--- config.mk ---
export PLATFORM = sky130hd
export DESIGN_NAME = game_state_controller
export DESIGN_NICKNAME = d
export VERILOG_FILES = /design/src/rtl/game_state_controller.sv
export SDC_FILE = /design/constraint.sdc
export NUM_CORES = 1
export LEC_CHECK = 0
export BUFFER_PORTS_ARGS = -buffer_cell sky130_fd_sc_hd__clkbuf_2
export CAP_MARGIN = 20
export CORE_MARGIN = 2
export CORE_UTILIZATION = 45
export CTS_CLUSTER_SIZE = 25
export DETAILED_ROUTE_END_ITERATION = 16
export PLACE_DENSITY = 0.75
export RECOVER_POWER = 50
export SLEW_MARGIN = 20
export SYNTH_ARGS = -nofsm -noshare
export SYNTH_HDL_FRONTEND = slang
export SYNTH_SLANG_ARGS = --single-unit
--- constraint.sdc ---
create_clock -name clk -period 2.3 [get_ports clk]
set_input_delay 0.345 -clock clk [delete_from_list [all_inputs] [get_ports clk]]
set_output_delay 0.345 -clock clk [all_outputs]
set_load 0.02 [all_outputs]
--- src/rtl/game_state_controller.sv ---
// Per-frame collision, lives and respawn controller: scans enemy slots against
// the player and sword once per frame, then resolves kills, hits and game-over.
module game_state_controller #(
  parameter int unsigned NUM_ENEMIES   = 4,
  parameter int unsigned LIVES_INIT    = 3,
  parameter int unsigned INVULN_FRAMES = 30,
  parameter logic [7:0]  RESPAWN_POS   = 8'h13
) (
  input  logic                     clk,
  input  logic                     reset,
  input  logic                     frame_trigger,
  input  logic                     restart,
  input  logic [7:0]               player_pos,
  input  logic [7:0]               sword_pos,
  input  logic [3:0]               sword_visible,
  input  logic [8*NUM_ENEMIES-1:0] enemy_pos,
  input  logic [NUM_ENEMIES-1:0]   enemy_alive,
  output logic [NUM_ENEMIES-1:0]   enemy_kill,
  output logic                     player_hit,
  output logic                     respawn_req,
  output logic [7:0]               respawn_pos,
  output logic [2:0]               lives,
  output logic [7:0]               score,
  output logic                     invulnerable,
  output logic                     game_over,
  output logic                     busy,
  output logic                     frame_overrun
);

  localparam int unsigned IDX_W = (NUM_ENEMIES > 1) ? $clog2(NUM_ENEMIES) : 1;
  localparam int unsigned INV_W = 6;
  localparam logic [IDX_W-1:0] LAST_IDX = IDX_W'(NUM_ENEMIES - 1);

  typedef enum logic [1:0] {
    IDLE      = 2'd0,
    SCAN      = 2'd1,
    RESOLVE   = 2'd2,
    GAME_OVER = 2'd3
  } state_e;

  state_e                 state_q, state_d;
  logic [IDX_W-1:0]       idx_q, idx_d;
  logic [NUM_ENEMIES-1:0] kill_acc_q, kill_acc_d;
  logic                   hit_q, hit_d;
  logic [2:0]             lives_q, lives_d;
  logic [7:0]             score_q, score_d;
  logic [INV_W-1:0]       inv_q, inv_d;
  logic                   overrun_q, overrun_d;
  logic [NUM_ENEMIES-1:0] kill_q, kill_d;
  logic                   hit_pulse_q, hit_pulse_d;
  logic                   respawn_q, respawn_d;
  logic                   invuln_q, busy_q, game_over_q;

  logic [7:0] slot_pos;
  logic       slot_alive;
  logic [3:0] kill_cnt;
  logic [8:0] score_sum;

  // Current scan slot and number of kills gathered this frame
  always_comb begin
    slot_pos   = '0;
    slot_alive = 1'b0;
    kill_cnt   = '0;
    for (int i = 0; i < int'(NUM_ENEMIES); i++) begin
      if (IDX_W'(i) == idx_q) begin
        slot_pos   = enemy_pos[8*i +: 8];
        slot_alive = enemy_alive[i];
      end
      kill_cnt = kill_cnt + 4'(kill_acc_q[i]);
    end
    score_sum = {1'b0, score_q} + 9'(kill_cnt);
  end

  always_comb begin
    state_d     = state_q;
    idx_d       = idx_q;
    kill_acc_d  = kill_acc_q;
    hit_d       = hit_q;
    lives_d     = lives_q;
    score_d     = score_q;
    inv_d       = inv_q;
    overrun_d   = overrun_q;
    kill_d      = '0;
    hit_pulse_d = 1'b0;
    respawn_d   = 1'b0;

    // Frame tick always ages invulnerability unless the game has ended
    if (frame_trigger && (state_q != GAME_OVER) && (inv_q != '0)) begin
      inv_d = inv_q - INV_W'(1);
    end

    case (state_q)
      IDLE: begin
        if (frame_trigger) begin
          state_d    = SCAN;
          idx_d      = '0;
          kill_acc_d = '0;
          hit_d      = 1'b0;
        end
      end
      SCAN: begin
        if (frame_trigger) overrun_d = 1'b1;
        // Sword contact takes priority over player contact on the same slot
        if (slot_alive && (sword_visible != 4'd0) && (sword_pos == slot_pos)) begin
          for (int i = 0; i < int'(NUM_ENEMIES); i++) begin
            if (IDX_W'(i) == idx_q) kill_acc_d[i] = 1'b1;
          end
        end else if (slot_alive && (slot_pos == player_pos) && (inv_q == '0)) begin
          hit_d = 1'b1;
        end
        if (idx_q == LAST_IDX) state_d = RESOLVE;
        else                   idx_d   = idx_q + IDX_W'(1);
      end
      RESOLVE: begin
        if (frame_trigger) overrun_d = 1'b1;
        kill_d  = kill_acc_q;
        score_d = (score_sum > 9'd255) ? 8'hFF : score_sum[7:0];
        state_d = IDLE;
        if (hit_q) begin
          hit_pulse_d = 1'b1;
          lives_d     = (lives_q != 3'd0) ? lives_q - 3'd1 : 3'd0;
          if (lives_d == 3'd0) begin
            state_d = GAME_OVER;
          end else begin
            respawn_d = 1'b1;
            inv_d     = INV_W'(INVULN_FRAMES);
          end
        end
      end
      GAME_OVER: begin
        if (restart) begin
          lives_d   = 3'(LIVES_INIT);
          score_d   = '0;
          inv_d     = '0;
          overrun_d = 1'b0;
          respawn_d = 1'b1;
          state_d   = IDLE;
        end
      end
      default: state_d = IDLE;
    endcase
  end

  always_ff @(posedge clk or posedge reset) begin
    if (reset) begin
      state_q     <= IDLE;
      idx_q       <= '0;
      kill_acc_q  <= '0;
      hit_q       <= 1'b0;
      lives_q     <= 3'(LIVES_INIT);
      score_q     <= '0;
      inv_q       <= '0;
      overrun_q   <= 1'b0;
      kill_q      <= '0;
      hit_pulse_q <= 1'b0;
      respawn_q   <= 1'b0;
      invuln_q    <= 1'b0;
      busy_q      <= 1'b0;
      game_over_q <= 1'b0;
    end else begin
      state_q     <= state_d;
      idx_q       <= idx_d;
      kill_acc_q  <= kill_acc_d;
      hit_q       <= hit_d;
      lives_q     <= lives_d;
      score_q     <= score_d;
      inv_q       <= inv_d;
      overrun_q   <= overrun_d;
      kill_q      <= kill_d;
      hit_pulse_q <= hit_pulse_d;
      respawn_q   <= respawn_d;
      invuln_q    <= (inv_d != '0);
      busy_q      <= (state_d == SCAN) || (state_d == RESOLVE);
      game_over_q <= (state_d == GAME_OVER);
    end
  end

  assign enemy_kill    = kill_q;
  assign player_hit    = hit_pulse_q;
  assign respawn_req   = respawn_q;
  assign respawn_pos   = RESPAWN_POS;
  assign lives         = lives_q;
  assign score         = score_q;
  assign invulnerable  = invuln_q;
  assign game_over     = game_over_q;
  assign busy          = busy_q;
  assign frame_overrun = overrun_q;

endmodule

* Word level (Yosys, flattened, before mapping)
Cells that the tools add are included.
** Word-level totals
- Register bits after elaboration :: 36
- Bits of input ports :: 60
- Output and inout port bits :: 29
- Logic and storage cells :: 128
** Cells by class
- Add/sub/neg operators :: 7
- $lt $le $gt $ge :: 1
- Eq/ne operators :: 25
- Multiplexer cells :: 50
- Reductions and logical operators :: 28
** Operator list (number)
- 8-bit two-way mux :: 6
- 6-bit two-way mux :: 4
- 2-bit != test (second input constant) :: 12
- 4-bit AND reduction :: 5
- 1-bit two-way mux :: 18
- 8-bit == test :: 2
- 8-bit one-hot mux with 2 select lines :: 1
- 2-bit two-way mux :: 7
- 4-bit two-way mux :: 3
- 6-bit one-hot mux with 2 select lines :: 1
- 6-bit nonzero test :: 2
- 2-bit == test (second input constant) :: 5
- 8-bit by 4-bit adder with 9-bit output :: 1
- 9-bit by 8-bit greater-than comparator with 1-bit output (second input constant) :: 1
- 3-bit two-way mux :: 3
- 3-bit AND reduction :: 3
- 2-bit one-hot mux with 4 select lines :: 1
- 4-bit one-hot mux with 2 select lines :: 1
- 1-bit logical AND :: 6
- 6-bit zero test :: 1
- 1-bit one-hot mux with 2 select lines :: 3
- 3-bit one-hot mux with 2 select lines :: 1
- 2-bit nonzero test :: 3
- 6-bit by 1-bit subtractor with 6-bit output (second input constant) :: 1
- other kinds (17) :: 20

* Depth between registers and ports, before layout
- Depth after elaboration :: 11
- Gate-level depth with buffers :: 11
- Mapped depth without buffers :: 11

* Worst setup path after synthesis
No wires, ideal clock.
- Kind :: flip-flop to flip-flop
- From :: reg score_q[0] (netlist: score[0])
- To :: reg score_q[3] (netlist: score[3])
- Library setup time :: 0.094 ns
- Arrival :: 2.543 ns
- Required time :: 2.206 ns
- Slack :: -0.337 ns
- Stages on the path, launching flop included :: 12
- Path buffers :: 0
- Period minus slack after synthesis :: 2.637 ns
- Cells stage by stage :: dfrtp_1 > fa_1 > inv_1 > fa_1 > inv_1 > fa_1 > and3_1 > and3_1 > nand3_1 > nand2_1 > a21oi_1 > a211oi_1
** Between the ends
- Word-level cells in the longest chain between the ends :: 4
** Ends and longest elaborated chain
- from (decl) :: line 46 : logic [7:0] score_q, score_d;
- from (signal assigned) :: line 166 : score_q <= score_d;
- 8-bit by 4-bit adder with 9-bit output * :: line 71 : score_sum = {1'b0, score_q} + 9'(kill_cnt);
- 9-bit by 8-bit greater-than comparator with 1-bit output :: line 117 : score_d = (score_sum > 9'd255) ? 8'hFF : score_sum[7:0];
- 8-bit two-way mux * :: line 117
- 8-bit one-hot mux with 2 select lines * :: line 92 : case (state_q)
Every way passes the cells marked *; elsewhere a longest branch is shown, timed or not.
A chain may end at the register's enable or synchronous reset.

* Worst setup path in the final report
- From :: reg kill_acc_q[2]
- To :: reg score_q[5] (netlist: score[5])
** Between the ends
- Word-level cells in the longest chain between the ends :: 6
** Ends and longest elaborated chain
- from (decl) :: line 43 : logic [NUM_ENEMIES-1:0] kill_acc_q, kill_acc_d;
- from (signal assigned) :: line 163 : kill_acc_q <= kill_acc_d;
- 2-bit by 1-bit adder with 3-bit output * :: line 69 : kill_cnt = kill_cnt + 4'(kill_acc_q[i]);
- 3-bit by 1-bit adder with 4-bit output * :: line 69
- 8-bit by 4-bit adder with 9-bit output * :: line 71
- 9-bit by 8-bit greater-than comparator with 1-bit output :: line 117
- 8-bit two-way mux * :: line 117
- 8-bit one-hot mux with 2 select lines * :: line 92
Marked as above.

==> results by group <==
Status
  • Status: finished, violations left
  • Violated checks: capacitance limit, slew limit, setup timing

Timing
  • Post-route setup slack: -0.217 ns
  • Slew @ Worst Pin: 1.84 ns
  • Post-layout min period: between 2 and 3 ns
  • Fin. Hold Viols: 0
  • Slew Viols, Final: 37
  • RSZ-0062 raised after global routing: true
  • Highest clock rate: around 400 MHz
  • Post-Route Setup TNS: -1.41 ns
  • Crit share post-route: 1.09
  • Final setup fails: 8
  • Worst Clk Skew: 0.0120 ns
  • Slew headroom: -0.224
  • Worst hold slack: 0.369 ns

Final layout
  • Final std cells w/o fill: 463
  • Layout cells sized above 1: 0.468
  • Fillcell total: 410
  • # diodes: 0
  • Nets: 467
  • Commonest non-fill, non-tap cell in the layout: clkbuf_2
  • Area growth syn-to-layout: 43.8%
  • Most frequent cells in the layout: clkbuf_2 (77), buf_4 (41), dfrtp_1 (32), a21oi_1 (23), o21ai_0 (22)

Yosys
  • Netlist Area Pre-Place: 2440 um^2
  • Yosys reg bits: 36
  • EDFF count, synth: 0
  • Number of unique standard cell types used by synthesis: 52
  • Post-synthesis mux area share: 0
  • Most used DFF post-synth: dfrtp_1
  • Syn Inst Count: 271
  • Ranking of synthesized cells by area: dfrtp_1 (35%), ha_1 (6.1%), a21oi_1 (5.9%), xor2_1 (5.4%), o21ai_0 (5.1%)
  • Asr flop ratio synth: 1.00
  • Register area share after synthesis: 0.370
  • Compound-gate portion of the synthesized area: 0.228
  • Largest family of logic cells by synthesized area: compound AO/OA/AOI/OAI gates
  • Post-synth top area cell: dfrtp_1
  • Avg Cell Area, Syn: 9.02 um^2
  • Synth Area in Simple Gates: 0.168
  • Synth warn: 0
  • Post-synthesis adder-cell area fraction: 0.0860
  • Xor and xnor area share after synthesis: 0.0753
  • Yosys top cell area share: 0.348

Min path
  • Hold path start: restart
  • Hold WC Path Type: input pin to flop
  • Hold endpoint: respawn_req$_DFF_PP0_
  • Worst Hold Depth: 3

Run
  • Max_cap viols: 1

Worst setup path
  • Reg2Reg Launch Point: kill_acc_q[2]$_DFFE_PP0P_
  • Worst Path Max Fanout: 5
  • Crit path launch type: flop
  • Worst setup EP type: flop
  • Worst r2r path cells: 9
  • Data required, critical path: between 2 and 3 ns
  • Critical path class: flop to flop
  • CP startpoint: kill_acc_q[2]$_DFFE_PP0P_
  • R2r endpoint: score[5]$_DFFE_PP0P_
  • Worst Path Arrival: between 2 and 3 ns
  • R2r setup slk: -0.22 ns

Clocking
  • Clock sinks: 36
  • Clk_lat worst skew: 0.29 ns
  • Num CTS Buffers: 5
  • H-tree depth: 2
  • Root buf cell: clkbuf_8
  • TritonCTS clock tree: yes
  • Clock slew at reported path FFs: 0.08 ns
  • CTS max path bufs: 2

Global routing
  • Initial antenna violation count: 0
  • Largest net degree at the start of global routing: 37
  • Gr ovfl total: 0
  • Global Route Usage Sum: 0.199
  • First-pass GRT wire length: 9.60 mm
  • Vias in the first global route: 2168

Placed design
  • Final GP Congestion: around 0.85
  • DPL Wire Length: 4.56 mm
  • Buffers on Ports: 80
  • Dpl ws: -0.252 ns
  • Placed insts: 441

Floorplanning
  • Core Region: 5170 um^2
  • Die height: 77.7 um
  • Die ar.: 6040 um^2
  • Initial core utilization: 0.472
  • Cell Rows: 26
  • # IOs: 89
  • Die X-Extent: about 80 um

Detailed routing
  • Total Wirelength: between 6 and 7 mm
  • Pre-antenna DRT Iters: 4
  • Vias/cell: between 5 and 6
  • Total vias in the final route: 2411
  • First DRT Iteration DRCs: 87
  • WL/cell: 13.6 um
  • # DRC: 0
  • Post-DRT Antenna Nets: 0

Power and ir drop
  • Design Power: 3.86 mW
  • Peak supply drop: approximately 0.6 mV
  • PwrDens: roughly 1100 nW/um^2
  • Leakage: approximately 1.7 nW
[worst max-delay path by stage]
stage / to / cells after the start
floorplan: score[3]$_DFFE_PP0P_ / 11
detailed placement: score[4]$_DFFE_PP0P_ / 9
global route: score[7]$_DFFE_PP0P_ / 10
global placement: score[2]$_DFFE_PP0P_ / 9
finish: score[5]$_DFFE_PP0P_ / 9
CTS: score[4]$_DFFE_PP0P_ / 9
[layer usage]
metal / global-route usage / vias up / wire length (um)
li1: - / 1195 / -
met1: 0.244 / 1117 / 2730
met2: 0.349 / 89 / 3120
met3: 0.0337 / 10 / 330
met4: 0.0714 / 0 / 109
met5: 0 / - / 0
[power by group]
group | internal, mW | switching, mW
Clock | 0.273 | 0.219
Combinational | 1.14 | 1.27
Sequential | 0.803 | 0.156
[flip-flops by register name, summed over array words and instances, names as in the netlist, 2 cells and up]
signal and cells:
idx_q 2, enemy_kill 4, inv_q 6, state_q 2, lives 3, score 8
kill_acc_q 4
[critical path, stage by stage (launching register included)]
cell and delay [ns]:
dfrtp_1 0.40, fa_1 0.54, inv_1 0.05, fa_2 0.34, inv_2 0.06, fa_2 0.19
and3_4 0.19, and3_4 0.23, a31oi_4 0.12, a311oi_2 0.29
[what timing repair did]
action | in CTS | in global routing
resized for setup | 9 | 38
buffers inserted | 2 | 12
pin swaps | 11 | 22
hold buffers | 0 | 0
endpoints found under the setup margin | 13 | 14
[area by class of cell]
| class | instances | area [um^2] | share of cell area |
|---|---|---|---|
| Clock buffer | 8 | 100 | 0.0285 |
| Multi-Input combinational cell | 209 | 1610 | 0.459 |
| Sequential cell | 36 | 906 | 0.258 |
| Timing Repair Buffer | 125 | 751 | 0.214 |
| Tap cell | 70 | 87.6 | 0.0249 |
| Inverter | 15 | 56.3 | 0.0160 |
[synth_stat cells, types with 3 or more instances]
cell	n
xnor2_1	6
a22oi_1	8
nor2_1	12
a21oi_1	29
xor2_1	15
o21ai_1	5
and2_1	7
o22ai_1	6
nor3_1	5
a311oi_1	3
dfrtp_1	34
nand3_1	11
fa_1	3
inv_1	14
nand2_1	17
buf_4	8
o21ai_0	25
clkbuf_1	4
ha_1	12
nor2b_1	3
buf_2	3
[cell families after synthesis]
| group | Yosys count |
|---|---|
| compound gates | 92 |
| other cells | 2 |
| xor+xnor | 21 |
| fa+ha+maj | 15 |
| buf+inv | 32 |
| simple gates | 73 |
| flops | 36 |
[through the flow]
| stage | area [um^2] | utilization |
|---|---|---|
| after CTS | 3250 | 0.629 |
| final | 3510 | 0.679 |
| after detailed placement | 3100 | 0.600 |
| after floorplan | 2490 | - |
| after global placement | 3100 | 0.600 |
| after global routing | 3510 | 0.679 |
(Power assumes the default switching activity.)
